[config.mk]
export PLATFORM = sky130hd
export DESIGN_NAME = fdiv_seq_flat
export DESIGN_NICKNAME = d
export VERILOG_FILES = /design/src/rtl/fp16_pkg.sv /design/src/rtl/fdiv_seq_if.sv /design/src/rtl/fdiv_norm_round.sv /design/src/rtl/fdiv_seq.sv /design/src/flat_wrapper.sv
export SDC_FILE = /design/constraint.sdc
export NUM_CORES = 1
export LEC_CHECK = 0
export ABC_AREA = 1
export ABC_CLOCK_PERIOD_IN_PS = 2700
export BUFFER_PORTS_ARGS = -buffer_cell sky130_fd_sc_hd__buf_2
export CAP_MARGIN = 20
export CORE_ASPECT_RATIO = 0.75
export CORE_MARGIN = 5
export CORE_UTILIZATION = 40
export CTS_BUF_LIST = sky130_fd_sc_hd__clkbuf_4 sky130_fd_sc_hd__clkbuf_8
export DETAILED_ROUTE_END_ITERATION = 8
export PLACE_DENSITY = 0.6
export SYNTH_ARGS = -nofsm -noshare
export SYNTH_HDL_FRONTEND = slang
export SYNTH_HIERARCHICAL = 1
export SYNTH_SLANG_ARGS = --single-unit
[constraint.sdc]
create_clock -name clk -period 2.7 [get_ports clk]
set_input_delay 0.135 -clock clk [delete_from_list [all_inputs] [get_ports clk]]
set_output_delay 0.135 -clock clk [all_outputs]
set_load 0.1 [all_outputs]
[src/rtl/fp16_pkg.sv]
// Shared bfloat16-style number model: field layout, FSM state type, field helpers.
// FDIV_ROUND_EN adds guard/round quotient bits for round-to-nearest-even.
package fp16_pkg;
  localparam int M_W   = 7;
  localparam int EXP_W = 8;
  localparam int W     = 1 + EXP_W + M_W;
  localparam int BIAS  = 127;
  localparam logic [EXP_W-1:0] EXP_ALL1 = '1;

  // Quotient bits: 1 integer bit + M_W+1 fraction bits, plus guard/round when rounding
`ifdef FDIV_ROUND_EN
  localparam int NQ = M_W + 4;
`else
  localparam int NQ = M_W + 2;
`endif

  typedef enum logic [1:0] {IDLE, CALC, NORM, DONE} fdiv_state_t;

  function automatic logic f_sign(input logic [W-1:0] x);
    return x[W-1];
  endfunction

  function automatic logic [EXP_W-1:0] f_exp(input logic [W-1:0] x);
    return x[W-2 -: EXP_W];
  endfunction

  function automatic logic [M_W-1:0] f_mant(input logic [W-1:0] x);
    return x[M_W-1:0];
  endfunction
endpackage

[src/rtl/fdiv_seq_if.sv]
// Operand/result handshake bundle for the sequential divider.
interface fdiv_seq_if;
  logic                   in_valid;
  logic                   in_ready;
  logic [fp16_pkg::W-1:0] a_in;
  logic [fp16_pkg::W-1:0] b_in;
  logic                   out_valid;
  logic                   out_ready;
  logic [fp16_pkg::W-1:0] result;

  modport master (output in_valid, a_in, b_in, out_ready,
                  input  in_ready, out_valid, result);
  modport slave  (input  in_valid, a_in, b_in, out_ready,
                  output in_ready, out_valid, result);
endinterface

[src/rtl/fdiv_norm_round.sv]
// Combinational back end: normalise raw quotient, optional RNE rounding, exponent saturation.
// Rounding is compiled in only with FDIV_ROUND_EN.
module fdiv_norm_round
  import fp16_pkg::*;
(
  input  logic [NQ-1:0]     q,
  input  logic              sticky,
  input  logic              sign,
  input  logic signed [9:0] exp_diff,
  output logic [W-1:0]      result
);
  logic [M_W-1:0]    mant_raw;
  logic [M_W-1:0]    mant_fin;
  logic signed [9:0] exp_n;
`ifdef FDIV_ROUND_EN
  localparam int RB = NQ - M_W - 2;
  logic           guard;
  logic           rest;
  logic [M_W:0]   mant_r;
`else
  logic unused_sticky;
  assign unused_sticky = sticky;
`endif

  always_comb begin
    // q lies in (0.5,2): either the integer bit or the first fraction bit leads
    if (q[NQ-1]) begin
      mant_raw = q[NQ-2 -: M_W];
      exp_n    = exp_diff + 10'sd127;
    end else begin
      mant_raw = q[NQ-3 -: M_W];
      exp_n    = exp_diff + 10'sd126;
    end
    mant_fin = mant_raw;
`ifdef FDIV_ROUND_EN
    guard  = q[NQ-1] ? q[RB] : q[RB-1];
    rest   = q[NQ-1] ? (|q[RB-1:0]) : (|q[RB-2:0]);
    mant_r = {1'b0, mant_raw} + {{M_W{1'b0}}, guard & (rest | sticky | mant_raw[0])};
    mant_fin = mant_r[M_W-1:0];
    if (mant_r[M_W]) exp_n = exp_n + 10'sd1;
`endif
    if (exp_n >= 10'sd255)
      result = {sign, EXP_ALL1, {M_W{1'b0}}};
    else if (exp_n <= 10'sd0)
      result = {sign, {(W-1){1'b0}}};
    else
      result = {sign, exp_n[EXP_W-1:0], mant_fin};
  end
endmodule

[src/rtl/fdiv_seq.sv]
// Multi-cycle bfloat16 divider: one restoring shift-subtract quotient bit per clock.
// Build option FDIV_ROUND_EN: two extra quotient bits and round-to-nearest-even.
module fdiv_seq
  import fp16_pkg::*;
(
  input  logic       clk,
  input  logic       rst,
  fdiv_seq_if.slave  io
);
  fdiv_state_t       state_q, state_d;
  logic [3:0]        cnt_q, cnt_d;
  logic [M_W:0]      rem_q, rem_d;
  logic [M_W:0]      div_q, div_d;
  logic [NQ-1:0]     quo_q, quo_d;
  logic              sign_q, sign_d;
  logic signed [9:0] ediff_q, ediff_d;
  logic [W-1:0]      result_q, result_d;
  logic              in_ready_q, in_ready_d;
  logic              out_valid_q, out_valid_d;

  logic [M_W+1:0]    rem2, rem_sub;
  logic              qbit;
  logic [W-1:0]      norm_res;

  fdiv_norm_round u_norm (
    .q        (quo_q),
    .sticky   (|rem_q),
    .sign     (sign_q),
    .exp_diff (ediff_q),
    .result   (norm_res)
  );

  always_comb begin
    state_d  = state_q;
    cnt_d    = cnt_q;
    rem_d    = rem_q;
    div_d    = div_q;
    quo_d    = quo_q;
    sign_d   = sign_q;
    ediff_d  = ediff_q;
    result_d = result_q;

    // First step compares the loaded mantissa unshifted to produce the integer bit
    rem2    = (cnt_q == 4'd0) ? {1'b0, rem_q} : {rem_q, 1'b0};
    qbit    = (rem2 >= {1'b0, div_q});
    rem_sub = qbit ? (rem2 - {1'b0, div_q}) : rem2;

    case (state_q)
      IDLE: if (io.in_valid) begin
        sign_d = f_sign(io.a_in) ^ f_sign(io.b_in);
        if (f_exp(io.b_in) == '0) begin
          result_d = {sign_d, EXP_ALL1, {M_W{1'b0}}};
          state_d  = DONE;
        end else if (f_exp(io.a_in) == '0) begin
          result_d = {sign_d, {(W-1){1'b0}}};
          state_d  = DONE;
        end else begin
          rem_d   = {1'b1, f_mant(io.a_in)};
          div_d   = {1'b1, f_mant(io.b_in)};
          cnt_d   = 4'd0;
          quo_d   = '0;
          ediff_d = $signed({2'b00, f_exp(io.a_in)}) - $signed({2'b00, f_exp(io.b_in)});
          state_d = CALC;
        end
      end
      CALC: begin
        rem_d = rem_sub[M_W:0];
        quo_d = {quo_q[NQ-2:0], qbit};
        cnt_d = cnt_q + 4'd1;
        if (cnt_q == 4'(NQ-1)) state_d = NORM;
      end
      NORM: begin
        result_d = norm_res;
        state_d  = DONE;
      end
      DONE: if (io.out_ready) state_d = IDLE;
      default: state_d = IDLE;
    endcase

    in_ready_d  = (state_d == IDLE);
    out_valid_d = (state_d == DONE);
  end

  always_ff @(posedge clk) begin
    if (rst) begin
      state_q     <= IDLE;
      cnt_q       <= '0;
      rem_q       <= '0;
      div_q       <= '0;
      quo_q       <= '0;
      sign_q      <= 1'b0;
      ediff_q     <= '0;
      result_q    <= '0;
      in_ready_q  <= 1'b1;
      out_valid_q <= 1'b0;
    end else begin
      state_q     <= state_d;
      cnt_q       <= cnt_d;
      rem_q       <= rem_d;
      div_q       <= div_d;
      quo_q       <= quo_d;
      sign_q      <= sign_d;
      ediff_q     <= ediff_d;
      result_q    <= result_d;
      in_ready_q  <= in_ready_d;
      out_valid_q <= out_valid_d;
    end
  end

  assign io.in_ready  = in_ready_q;
  assign io.out_valid = out_valid_q;
  assign io.result    = result_q;
endmodule

[src/flat_wrapper.sv]
// flat-port wrapper written by rule: the top's interface ports become plain ports
module fdiv_seq_flat import fp16_pkg::*;
  (clk, rst, io_in_valid, io_a_in, io_b_in, io_out_ready, io_in_ready, io_out_valid, io_result);
  fdiv_seq_if io_i ();
  input  logic clk;
  input  logic rst;
  input wire logic [$bits(io_i.in_valid)-1:0] io_in_valid;
  input wire logic [$bits(io_i.a_in)-1:0] io_a_in;
  input wire logic [$bits(io_i.b_in)-1:0] io_b_in;
  input wire logic [$bits(io_i.out_ready)-1:0] io_out_ready;
  output wire logic [$bits(io_i.in_ready)-1:0] io_in_ready;
  output wire logic [$bits(io_i.out_valid)-1:0] io_out_valid;
  output wire logic [$bits(io_i.result)-1:0] io_result;
  assign io_i.in_valid = io_in_valid;
  assign io_i.a_in = io_a_in;
  assign io_i.b_in = io_b_in;
  assign io_i.out_ready = io_out_ready;
  assign io_in_ready = io_i.in_ready;
  assign io_out_valid = io_i.out_valid;
  assign io_result = io_i.result;
  fdiv_seq u_core (.clk(clk), .rst(rst), .io(io_i));
endmodule
# Yosys cells after proc, flatten, opt, wreduce, memory -nomap -nowiden
# Index checks and enable logic that the tools add are counted.
# op_classes
n_addsub	5
magnitude_cmp	3
n_eq_ne	9
mux	28
n_bitwise	3
reduce_logical	11
# ops
op	n
$mux 16	3
$mux 9	4
$mux 8	4
$pmux 16 s2	1
$mux 15	2
$add 10x8->10 const B	2
$pmux 9 s2	1
$logic_not 8->1	2
$pmux 8 s2	1
$mux 4	3
$ge 10x9->1 const B	1
$le 10x1->1 const B	1
$mux 10	1
$mux 2	5
$ge 9x8->1	1
$sub 8x8->9	1
$pmux 2 s4	1
$pmux 4 s2	1
$reduce_and 4->1	2
$sub 8x8->8	1
$mux 7	1
$eq 2x2->1 const B	3
$ne 2x2->1 const B	3
$add 4x1->4 const B	1
10 further kinds	13
# word_totals
regBits	60
input_bits	36
out_inout_bits	18
elab_cells	69

# Longest topological paths before layout
# Gate-level depths: netlist (run 1).
# depth
ltp_word	6
ltp_mapped	19
depth_no_buf	18

# By module
# The synthesis (run 1) kept the hierarchy.
# modules_own_cells
mod	instances	cells_per_inst	area_each_um2	seq_area_each_um2
fdiv_seq	1	481	3409.5	1181.1
fdiv_norm_round	1	142	641.9	0.0

# Worst setup path after synthesis (run 1)
# OpenSTA, ideal clock, no wires.
# synth_timing
kind	register -> register
from	register u_core.cnt_q[0]
to	register u_core.rem_q[7]
setup_time_ns	0.117
arrival_ns	2.117
required_ns	2.583
setup_slack_ns	0.465
stages_incl_launch_ff	16
n_path_buf	1
period_less_slack_ns	2.235
cell_sequence	dfxtp_1 -> inv_1 -> ha_1 -> nand2_2 -> buf_6 -> inv_2 -> o21ai_0 -> ha_1 -> a21oi_1 -> nand3_2 -> nand2_2 -> nand2_1 -> nand2_2 -> nor2_1 -> nor2_1 -> nor2_1
# synth_between
elab_chain_len	5
elab_cells_between_ends	6
classes_between	add/sub (1); order compare (1); mux (3); reduce/logical (1)
# synth_lines
item	line_no	rtl
start, declared	fdiv_seq.sv:11	logic [3:0] cnt_q, cnt_d;
start signal, assigned	fdiv_seq.sv:98	cnt_q <= cnt_d;
$logic_not 4->1 *	fdiv_seq.sv:44	rem2 = (cnt_q == 4'd0) ? {1'b0, rem_q} : {rem_q, 1'b0};
$mux 9 *	fdiv_seq.sv:44	
$sub 8x8->8 / $ge 9x8->1 (equally long branches)	fdiv_seq.sv:46, fdiv_seq.sv:45	
$mux 8 *	fdiv_seq.sv:46	rem_sub = qbit ? (rem2 - {1'b0, div_q}) : rem2;
$pmux 8 s2 *	fdiv_seq.sv:48	case (state_q)
end signal, assigned	fdiv_seq.sv:99	rem_q <= rem_d;
end, declared	fdiv_seq.sv:12	logic [M_W:0] rem_q, rem_d;
# Every way passes the cells marked *; elsewhere a longest branch is shown, timed or not.
# A chain may end at the register's enable or synchronous reset.

# Final worst setup path (run 1)
# layout_timing
from	register u_core.cnt_q[0]
to	register u_core.rem_q[3]
# The elaborated chain is that of the path after synthesis.

==> impl_metrics.csv, run 1 <==
group,metric,value,unit
run_status,status,"completed",
grt,grt_antenna_before_repair,0,
timing,clock_skew,12.1,ps
placed_design,place_area,0.00436,mm2
floorplan,core-area,0.00974,mm2
placed_design,dp.cells,790,
floorplan,fp.dieH,97.0,um
cells_and_area,mostFrequentLayoutCells,"nand2_1, inv_1, a21oi_1",
pwr,internal_power,1.78,mW
timing,period_needed,2580,ps
cells_and_area,fin_nets,731,
setup_path,slowest_delay,400,ps
timing,fin_crit_sh,95.7,%
setup_path,crit_path_end_kind,"register",
grt,grt_max_degree,31,
timing,tns,0,ps
pwr,combPwrFrac,36.4,%
synth,netlist_instances,620,
floorplan,rows,31,
synth,syn-num-nets,678,
setup_path,path_buf_inv,3,
grt,grt_pass1_vias,3675,
timing,worstMarginPinSlew,830,ps
clocking,cts_buffers,9,
setup_path,critical_path_arrival,2840,ps
synth,syn-mean-instance-area,6.51,um2
pwr,irDropWorstVdd,0.277,mV
setup_path,path_cells,"inv_1 -> ha_1 -> nand2_4 -> buf_4 -> nand2_1 -> o21ai_0 -> ha_1 -> a21o_1 -> nand3_1 -> nand2_1 -> nor2_1 -> nand2_2 -> nand2_1 -> nand3_1 -> nand2_1 -> inv_1",
setup_path,path_class,"reg2reg",
clocking,ctsRootBufferMaster,"clkbuf_8",
route,viasPerCell,4.98,
cells_and_area,drive_gt1_share,18.9,%
run,max_cap_viol_count,0,
timing,slew_headroom,44.6,%
clocking,tritoncts,"yes",
timing,slew_viol_final,0,
setup_path,rrSetupSlack,120,ps
setup_path,slowest_stage,"ha_1",
min_path,min_path_type,"in2reg",
pwr,power-per-cell-area,616,mW/mm2
pwr,leakage,2.27,nW
pwr,power.total,2.86,mW
pwr,p_switching,1.08,mW
cells_and_area,fin_area,0.00464,mm2
route,routedWlPerCell,13.1,um
floorplan,dieArea,0.0122,mm2
floorplan,start_util,41.4,%
clocking,cts_hold_buffers,0,
floorplan,die_x,126,um
cells_and_area,fin_cells,810,
cells_and_area,area_delta_synth_final,15.1,%
floorplan,io_pins,54,
timing,hold_viol_final,0,
pwr,seqPwrFrac,33.8,%
timing,fmax,0.387,GHz
setup_path,startpoint_type,"register",
setup_path,crit_family,"simple AND/OR/NAND/NOR gates",
setup_path,crit_path_frequent_cell,"nand2_1",
timing,setup_violations,0,
synth,yosysWarningCount,6,
placed_design,gp_congestion,0.890,
setup_path,cp.required,2960,ps
route,ant_nets,0,
placed_design,dpl.hpwl,8100,um
grt,grt_pass1_wl,18000,um
clocking,h-tree-depth,3,
cells_and_area,final_common_cell,"nand2_1",
clocking,clock_latency,350,ps
placed_design,io_buffers,53,
route,vias,4034,
setup_path,path_max_fanout,11,
clocking,cts_sinks,59,
route,drcViolationCount,0,
route,wl,10600,um
pwr,swShare,37.7,%
grt,track_usage,17.8,%
grt,grt.overflow.total,0,
pwr,clkPwrFrac,29.8,%
cells_and_area,antennaDiodeCount,0,
clocking,path_clk_slew,70,ps
synth,netlist_area,0.00404,mm2
route,drtIter0Drc,207,
route,first_pass_iters,5,
clocking,clockBufferDepth,2,
-- through the flow --
| stage | setup WS (ps) | utilization, % | hold slack [ps] |
|---|---|---|---|
| after floorplan | 465 | - | 286 |
| after global placement | -159 | 44.8 | 416 |
| after detailed placement | -129 | 44.8 | 418 |
| after CTS | 94.2 | 46.9 | 43.4 |
| after global routing | -0.775 | 47.7 | 55.0 |
| final | 117 | 47.7 | 66.3 |
-- final cells by class --
type,instances,area [um2]
clock buffer,12,159
clock inverter,4,48.8
fill,1056,5090
inverter,80,303
multi-input combinational,462,2460
sequential,59,1180
tap,132,165
timing repair buffer,61,325
-- flip-flops by register name, summed over array words and instances, names as in the netlist --
name	flops
u_core/div_q	8
u_core/io.in_ready	1
u_core/sign_q	1
u_core/io.result	16
u_core/state_q	2
u_core/rem_q	8
u_core/quo_q	9
u_core/io.out_valid	1
u_core/cnt_q	4
u_core/ediff_q	9
-- metal layers --
| layer | up-vias | GRT usage [%] | wire (um) |
|---|---|---|---|
| li1 | 2101 | - | - |
| met5 | - | 0 | 0 |
| met3 | 9 | 4.79 | 669 |
| met1 | 1814 | 26.8 | 5630 |
| met2 | 110 | 24.8 | 4240 |
| met4 | 0 | 4.20 | 109 |
-- path summary, 6_finish.rpt --
check | cells past startpoint | to | start
max | 16 | u_core/rem_q[3] | u_core/cnt_q[0]
min | 3 | u_core/div_q[0] | io_b_in[0]
max reg2reg | 16 | u_core/rem_q[3] | u_core/cnt_q[0]
min reg2reg | 2 | u_core/io.result[1] | u_core/io.result[1]
-- worst register-to-register path: stages (launching register included) --
cell and delay [ps]:
dfxtp_1 340, inv_1 80, ha_1 230, nand2_4 120, buf_4 150, nand2_1 50, o21ai_0 170, ha_1 400
a21o_1 240, nand3_1 90, nand2_1 50, nor2_1 150, nand2_2 140, nand2_1 100, nand3_1 80, nand2_1 70
inv_1 30
-- what timing repair did --
item | CTS | global route
setup buffers | 0 | 4
setup endpoints to repair | 9 | 9
gates resized for setup | 3 | 7
pin swaps | 0 | 2
-- power by group through the flow --
stage | Clock [mW] | Sequential, mW | Combinational (mW)
floorplan | 0 | 0.990 | 0.752
global placement | 0 | 0.985 | 0.979
detailed placement | 0 | 0.987 | 0.975
CTS | 0.879 | 0.967 | 0.983
global route | 0.914 | 0.976 | 1.17
finish | 0.851 | 0.967 | 1.04
No activity file was read; power rests on OpenSTA's default activity.
==> run 2, diff against run 1 <==
ABC_CLOCK_PERIOD_IN_PS = 2100   (was 2700)
PLACE_DENSITY = 0.62   (was 0.6)
SLEW_MARGIN = 30   (was unset)
clock period = 2.1 ns   (was 2.7 ns; I/O delays follow)
==> impl_metrics.csv, run 2 (same netlist as run 1, synthesis figures left out) <==
group,metric,value,unit
route,wl,11700,um
setup_path,critical_path_arrival,2450,ps
grt,grt_max_degree,31,
timing,slew_viol_final,0,
timing,setup_violations,9,
clocking,clockBufferDepth,2,
placed_design,io_buffers,53,
clocking,cts_buffers,9,
setup_path,cp.required,2340,ps
cells_and_area,final_common_cell,"nand2_1",
route,routedWlPerCell,13.9,um
clocking,h-tree-depth,3,
route,drtIter0Drc,280,
setup_path,path_cells,"inv_2 -> ha_4 -> nand2_8 -> buf_6 -> o21a_1 -> inv_2 -> ha_4 -> nand2_4 -> nor2_2 -> nand2_1 -> nand3_2 -> nand3_2 -> nand2_4 -> nand2_1 -> nand3_1 -> nand2_1 -> inv_1",
placed_design,dp_slack,-323,ps
run_status,status,"complete, but fails checks",
floorplan,core-area,0.00974,mm2
setup_path,startpoint_type,"register",
placed_design,gp_congestion,0.904,
clocking,clock_latency,350,ps
route,vias,4239,
grt,grt.overflow.total,0,
setup_path,slowest_stage,"dfxtp_2",
placed_design,dpl.hpwl,8430,um
timing,clock_skew,17.7,ps
timing,rsz0062_at_grt,"yes",
timing,slew_headroom,52.1,%
grt,track_usage,18.9,%
floorplan,fp.dieH,97.0,um
setup_path,crit_family,"simple AND/OR/NAND/NOR gates",
timing,hold_viol_final,0,
timing,worstMarginPinSlew,718,ps
timing,holdWs,48.8,ps
setup_path,path_buf_inv,4,
route,first_pass_iters,5,
route,viasPerCell,5.06,
setup_path,crit_path_end_kind,"register",
timing,period_needed,2210,ps
timing,fmax,0.453,GHz
timing,tns,-637,ps
run_status,violations,"setup timing",
grt,grt_pass1_vias,3953,
grt,grt_pass1_wl,19000,um
setup_path,path_class,"reg2reg",
clocking,cts_sinks,59,
cells_and_area,drive_gt1_share,29.5,%
cells_and_area,area_delta_synth_final,28.0,%
setup_path,slowest_delay,330,ps
route,drcViolationCount,0,
floorplan,io_pins,54,
floorplan,start_util,41.4,%
timing,fin_crit_sh,105,%
pwr,irDropWorstVdd,0.304,mV
timing,layout_setup_ws,-109,ps
route,ant_nets,0,
floorplan,rows,31,
setup_path,crit_path_frequent_cell,"nand2_1",
run,max_cap_viol_count,0,
pwr,power-per-cell-area,821,mW/mm2
cells_and_area,largest_register_ff_count,16,
cells_and_area,fin_nets,758,
pwr,leakage,2.48,nW
clocking,tritoncts,"yes",
min_path,min_path_type,"in2reg",
cells_and_area,antennaDiodeCount,0,
cells_and_area,mostFrequentLayoutCells,"nand2_1, inv_1, a21oi_1",
floorplan,die_x,126,um
floorplan,dieArea,0.0122,mm2
clocking,ctsRootBufferMaster,"clkbuf_8",
cells_and_area,fillers,997,
setup_path,path_max_fanout,7,
grt,grt_antenna_before_repair,0,
clocking,path_clk_slew,70,ps
==> run 2: worst paths after layout <==
path	startpoint	end	slack [ps]	cells past startpoint
setup / recovery	u_core/cnt_q[1]	u_core/rem_q[6]	-110	17
hold / removal	io_b_in[5]	u_core/div_q[5]	50	3
setup reg to reg	u_core/cnt_q[1]	u_core/rem_q[6]	-110	17
hold reg to reg	u_core/io.result[5]	u_core/io.result[5]	460	2
==> run 2: worst register-to-register path: stages (launching register included) <==
cell	delay, ps
dfxtp_2	330
inv_2	70
ha_4	170
nand2_8	90
buf_6	140
o21a_1	190
inv_2	100
ha_4	210
nand2_4	80
nor2_2	30
nand2_1	60
nand3_2	120
nand3_2	140
nand2_4	110
nand2_1	80
nand3_1	70
nand2_1	60
inv_1	30
==> run 2: final cells by class <==
class,instances,area (um2),share of cell area (%)
inverters,80,310,6.01
multi-input cells,463,2720,52.7
flip-flops and latches,59,1190,23.0
clock inverters,3,68.8,1.33
clock buffers,13,173,3.34
repair buffers,87,541,10.5
well taps,132,165,3.20
==> run 2: metrics by stage <==
stage | util, % | total power, mW | cells | instance area, um2
floorplan | - | 2.27 | 620 | 4050
global placement | 46.8 | 2.67 | 813 | 4560
detailed placement | 46.8 | 2.67 | 813 | 4560
CTS | 51.3 | 4.09 | 833 | 4990
global route | 53.1 | 4.51 | 837 | 5170
finish | 53.1 | 4.24 | 837 | 5170
==> run 2: repair_timing <==
action | in CTS | in global routing
setup endpoints to repair | 9 | 23
pin swaps | 21 | 22
gates resized for setup | 31 | 44
hold buffers | 0 | 0
setup buffers | 4 | 3
gates cloned | 0 | 1
==> run 2: power breakdown <==
group	leakage [nW]	internal (mW)	switching [mW]
Combinational	1.87	0.686	1.05
Sequential	0.485	1.19	0.0585
Clock	0.123	0.781	0.480
Total	2.48	2.66	1.59
==> run 2: metal layers <==
layer  track usage [%]  part of all wire [%]
met2              27.8                    44
met1              26.9                    50
met5                 0                     0
met3              5.40                   5.4
met4              4.95                   1.4
==> run 3, diff against run 2 <==
--- a/config.mk
+++ b/config.mk
@@ -11,3 +11,3 @@
 export CAP_MARGIN = 20
-export CORE_ASPECT_RATIO = 0.75
+export CORE_ASPECT_RATIO = 1.75
 export CORE_MARGIN = 5
@@ -16,3 +16,3 @@
 export DETAILED_ROUTE_END_ITERATION = 8
-export PLACE_DENSITY = 0.62
+export PLACE_DENSITY_LB_ADDON = 0.08
 export SLEW_MARGIN = 30
--- a/constraint.sdc
+++ b/constraint.sdc
@@ -3,2 +3,2 @@
 set_output_delay 0.105 -clock clk [all_outputs]
-set_load 0.1 [all_outputs]
+set_load 0.02 [all_outputs]
==> impl_metrics.csv, run 3 (same netlist as run 1, synthesis figures left out) <==
group,metric,value,unit
run_status,status,"complete, but fails checks",
run_status,violations,"setup timing",
cells_and_area,fillers,1049,
clocking,cts_buffers,9,
grt,track_usage,19.6,%
timing,setup_violations,9,
grt,grt_pass1_wl,18900,um
floorplan,core-area,0.00985,mm2
cells_and_area,area_delta_synth_final,29.9,%
route,routedWlPerCell,14.0,um
route,drtIter0Drc,161,
setup_path,path_buf_inv,4,
placed_design,dp_slack,-410,ps
min_path,min_path_cells,3,
cells_and_area,final_common_cell,"nand2_1",
floorplan,fp.dieH,143,um
cells_and_area,drive_gt1_share,33.1,%
timing,hold_viol_final,0,
clocking,path_clk_slew,70,ps
setup_path,rrSetupSlack,-80,ps
floorplan,start_util,41.0,%
timing,fmax,0.459,GHz
clocking,h-tree-depth,3,
timing,rsz0062_at_grt,"yes",
floorplan,rows,48,
route,vias,4230,
cells_and_area,mostFrequentLayoutCells,"nand2_1, inv_1, a21oi_1",
placed_design,gp_congestion,0.892,
pwr,leakage,2.51,nW
cells_and_area,largest_register_ff_count,16,
cells_and_area,fin_cells,841,
floorplan,dieArea,0.0123,mm2
route,first_pass_iters,4,
setup_path,cp.depth,19,
timing,slew_headroom,67.7,%
pwr,irDropWorstVdd,0.375,mV
min_path,min_path_type,"in2reg",
setup_path,path_class,"reg2reg",
route,drcViolationCount,0,
timing,clock_skew,7.92,ps
setup_path,cp.required,2340,ps
clocking,tritoncts,"yes",
clocking,clockBufferDepth,2,
setup_path,slowest_delay,330,ps
grt,grt_pass1_vias,4314,
run,max_cap_viol_count,0,
setup_path,slowest_stage,"dfxtp_2",
grt,grt_max_degree,31,
setup_path,critical_path_arrival,2420,ps
clocking,ctsRootBufferMaster,"clkbuf_8",
setup_path,crit_family,"simple AND/OR/NAND/NOR gates",
cells_and_area,final_util,53.2,%
setup_path,startpoint_type,"register",
placed_design,dpl.hpwl,8890,um
cells_and_area,ff_latch_area,0.00119,mm2
cells_and_area,antennaDiodeCount,0,
floorplan,die_x,85.9,um
timing,tns,-553,ps
timing,period_needed,2180,ps
grt,grt.overflow.total,0,
route,wl,11800,um
setup_path,path_cells,"inv_2 -> ha_4 -> nand2_8 -> inv_8 -> nand2_2 -> o21ai_2 -> buf_6 -> ha_4 -> nand2_4 -> nor2_2 -> nand2_2 -> nand3_2 -> nor2_2 -> nand2_2 -> nand2_4 -> nand2_2 -> nand3_2 -> nand2_1 -> inv_1",
clocking,clock_latency,340,ps
cells_and_area,multi_input_area,0.00279,mm2
grt,grt_antenna_before_repair,0,
route,ant_nets,0,
floorplan,io_pins,54,
placed_design,dp.cells,814,
timing,layout_setup_ws,-80.8,ps
timing,slew_viol_final,0,
cells_and_area,fin_nets,771,
setup_path,crit_path_end_kind,"register",
route,viasPerCell,5.03,
setup_path,rr_worst_depth,19,
placed_design,io_buffers,53,
timing,worstMarginPinSlew,479,ps
clocking,cts_sinks,59,
setup_path,path_max_fanout,8,
setup_path,crit_path_frequent_cell,"nand2_2",
timing,fin_crit_sh,104,%
pwr,power-per-cell-area,751,mW/mm2
run 3: worst reg2reg max path: stages, from the launching register on:
cell     delay [ps]
dfxtp_2         330
inv_2            50
ha_4            170
nand2_8         110
inv_8            50
nand2_2          70
o21ai_2          60
buf_6           120
ha_4            280
nand2_4          70
nor2_2          120
nand2_2          90
nand3_2          70
nor2_2           40
nand2_2          80
nand2_4         100
nand2_2          90
nand3_2          50
nand2_1          70
inv_1            40
run 3: final timing paths:
path / startpoint / end
max: u_core/cnt_q[1] / u_core/rem_q[6]
min reg2reg: u_core/io.result[3] / u_core/io.result[3]
min: io_b_in[4] / u_core/div_q[4]
max reg2reg: u_core/cnt_q[1] / u_core/rem_q[6]
run 3: final cells by class:
cell class,instances,share of cell area [%]
inverter,80,5.92
multi-input combinational,462,53.3
clock buffer,10,2.51
timing repair buffer,101,12.2
tap,125,2.98
clock inverter,4,0.382
sequential,59,22.7
run 3: timing repair:
item	in CTS	in global routing
setup endpoints to repair	9	23
pin swaps	20	33
gates resized for setup	29	69
setup buffers	5	8
hold buffers	0	0
run 3: metal layers:
layer	part of all wire [%]	vias to the layer above	track usage, %
met2	57	60	39.4
met1	35	1957	16.9
li1	-	2177	-
met4	6.1	0	13.9
met3	2.0	36	2.54
met5	0	-	0
run 3: stage by stage:
step	total power [mW]	hold WS, ps	instance area, um2
finish	3.94	42.4	5240
global route	4.21	39.1	5240
CTS	3.72	22.1	4930
detailed placement	2.71	395	4600
global placement	2.69	390	4600
floorplan	2.25	256	4050
run 3: power by group:
group	internal (mW)	switching, mW
Sequential	1.19	0.0611
Combinational	0.761	1.07
Clock	0.419	0.438
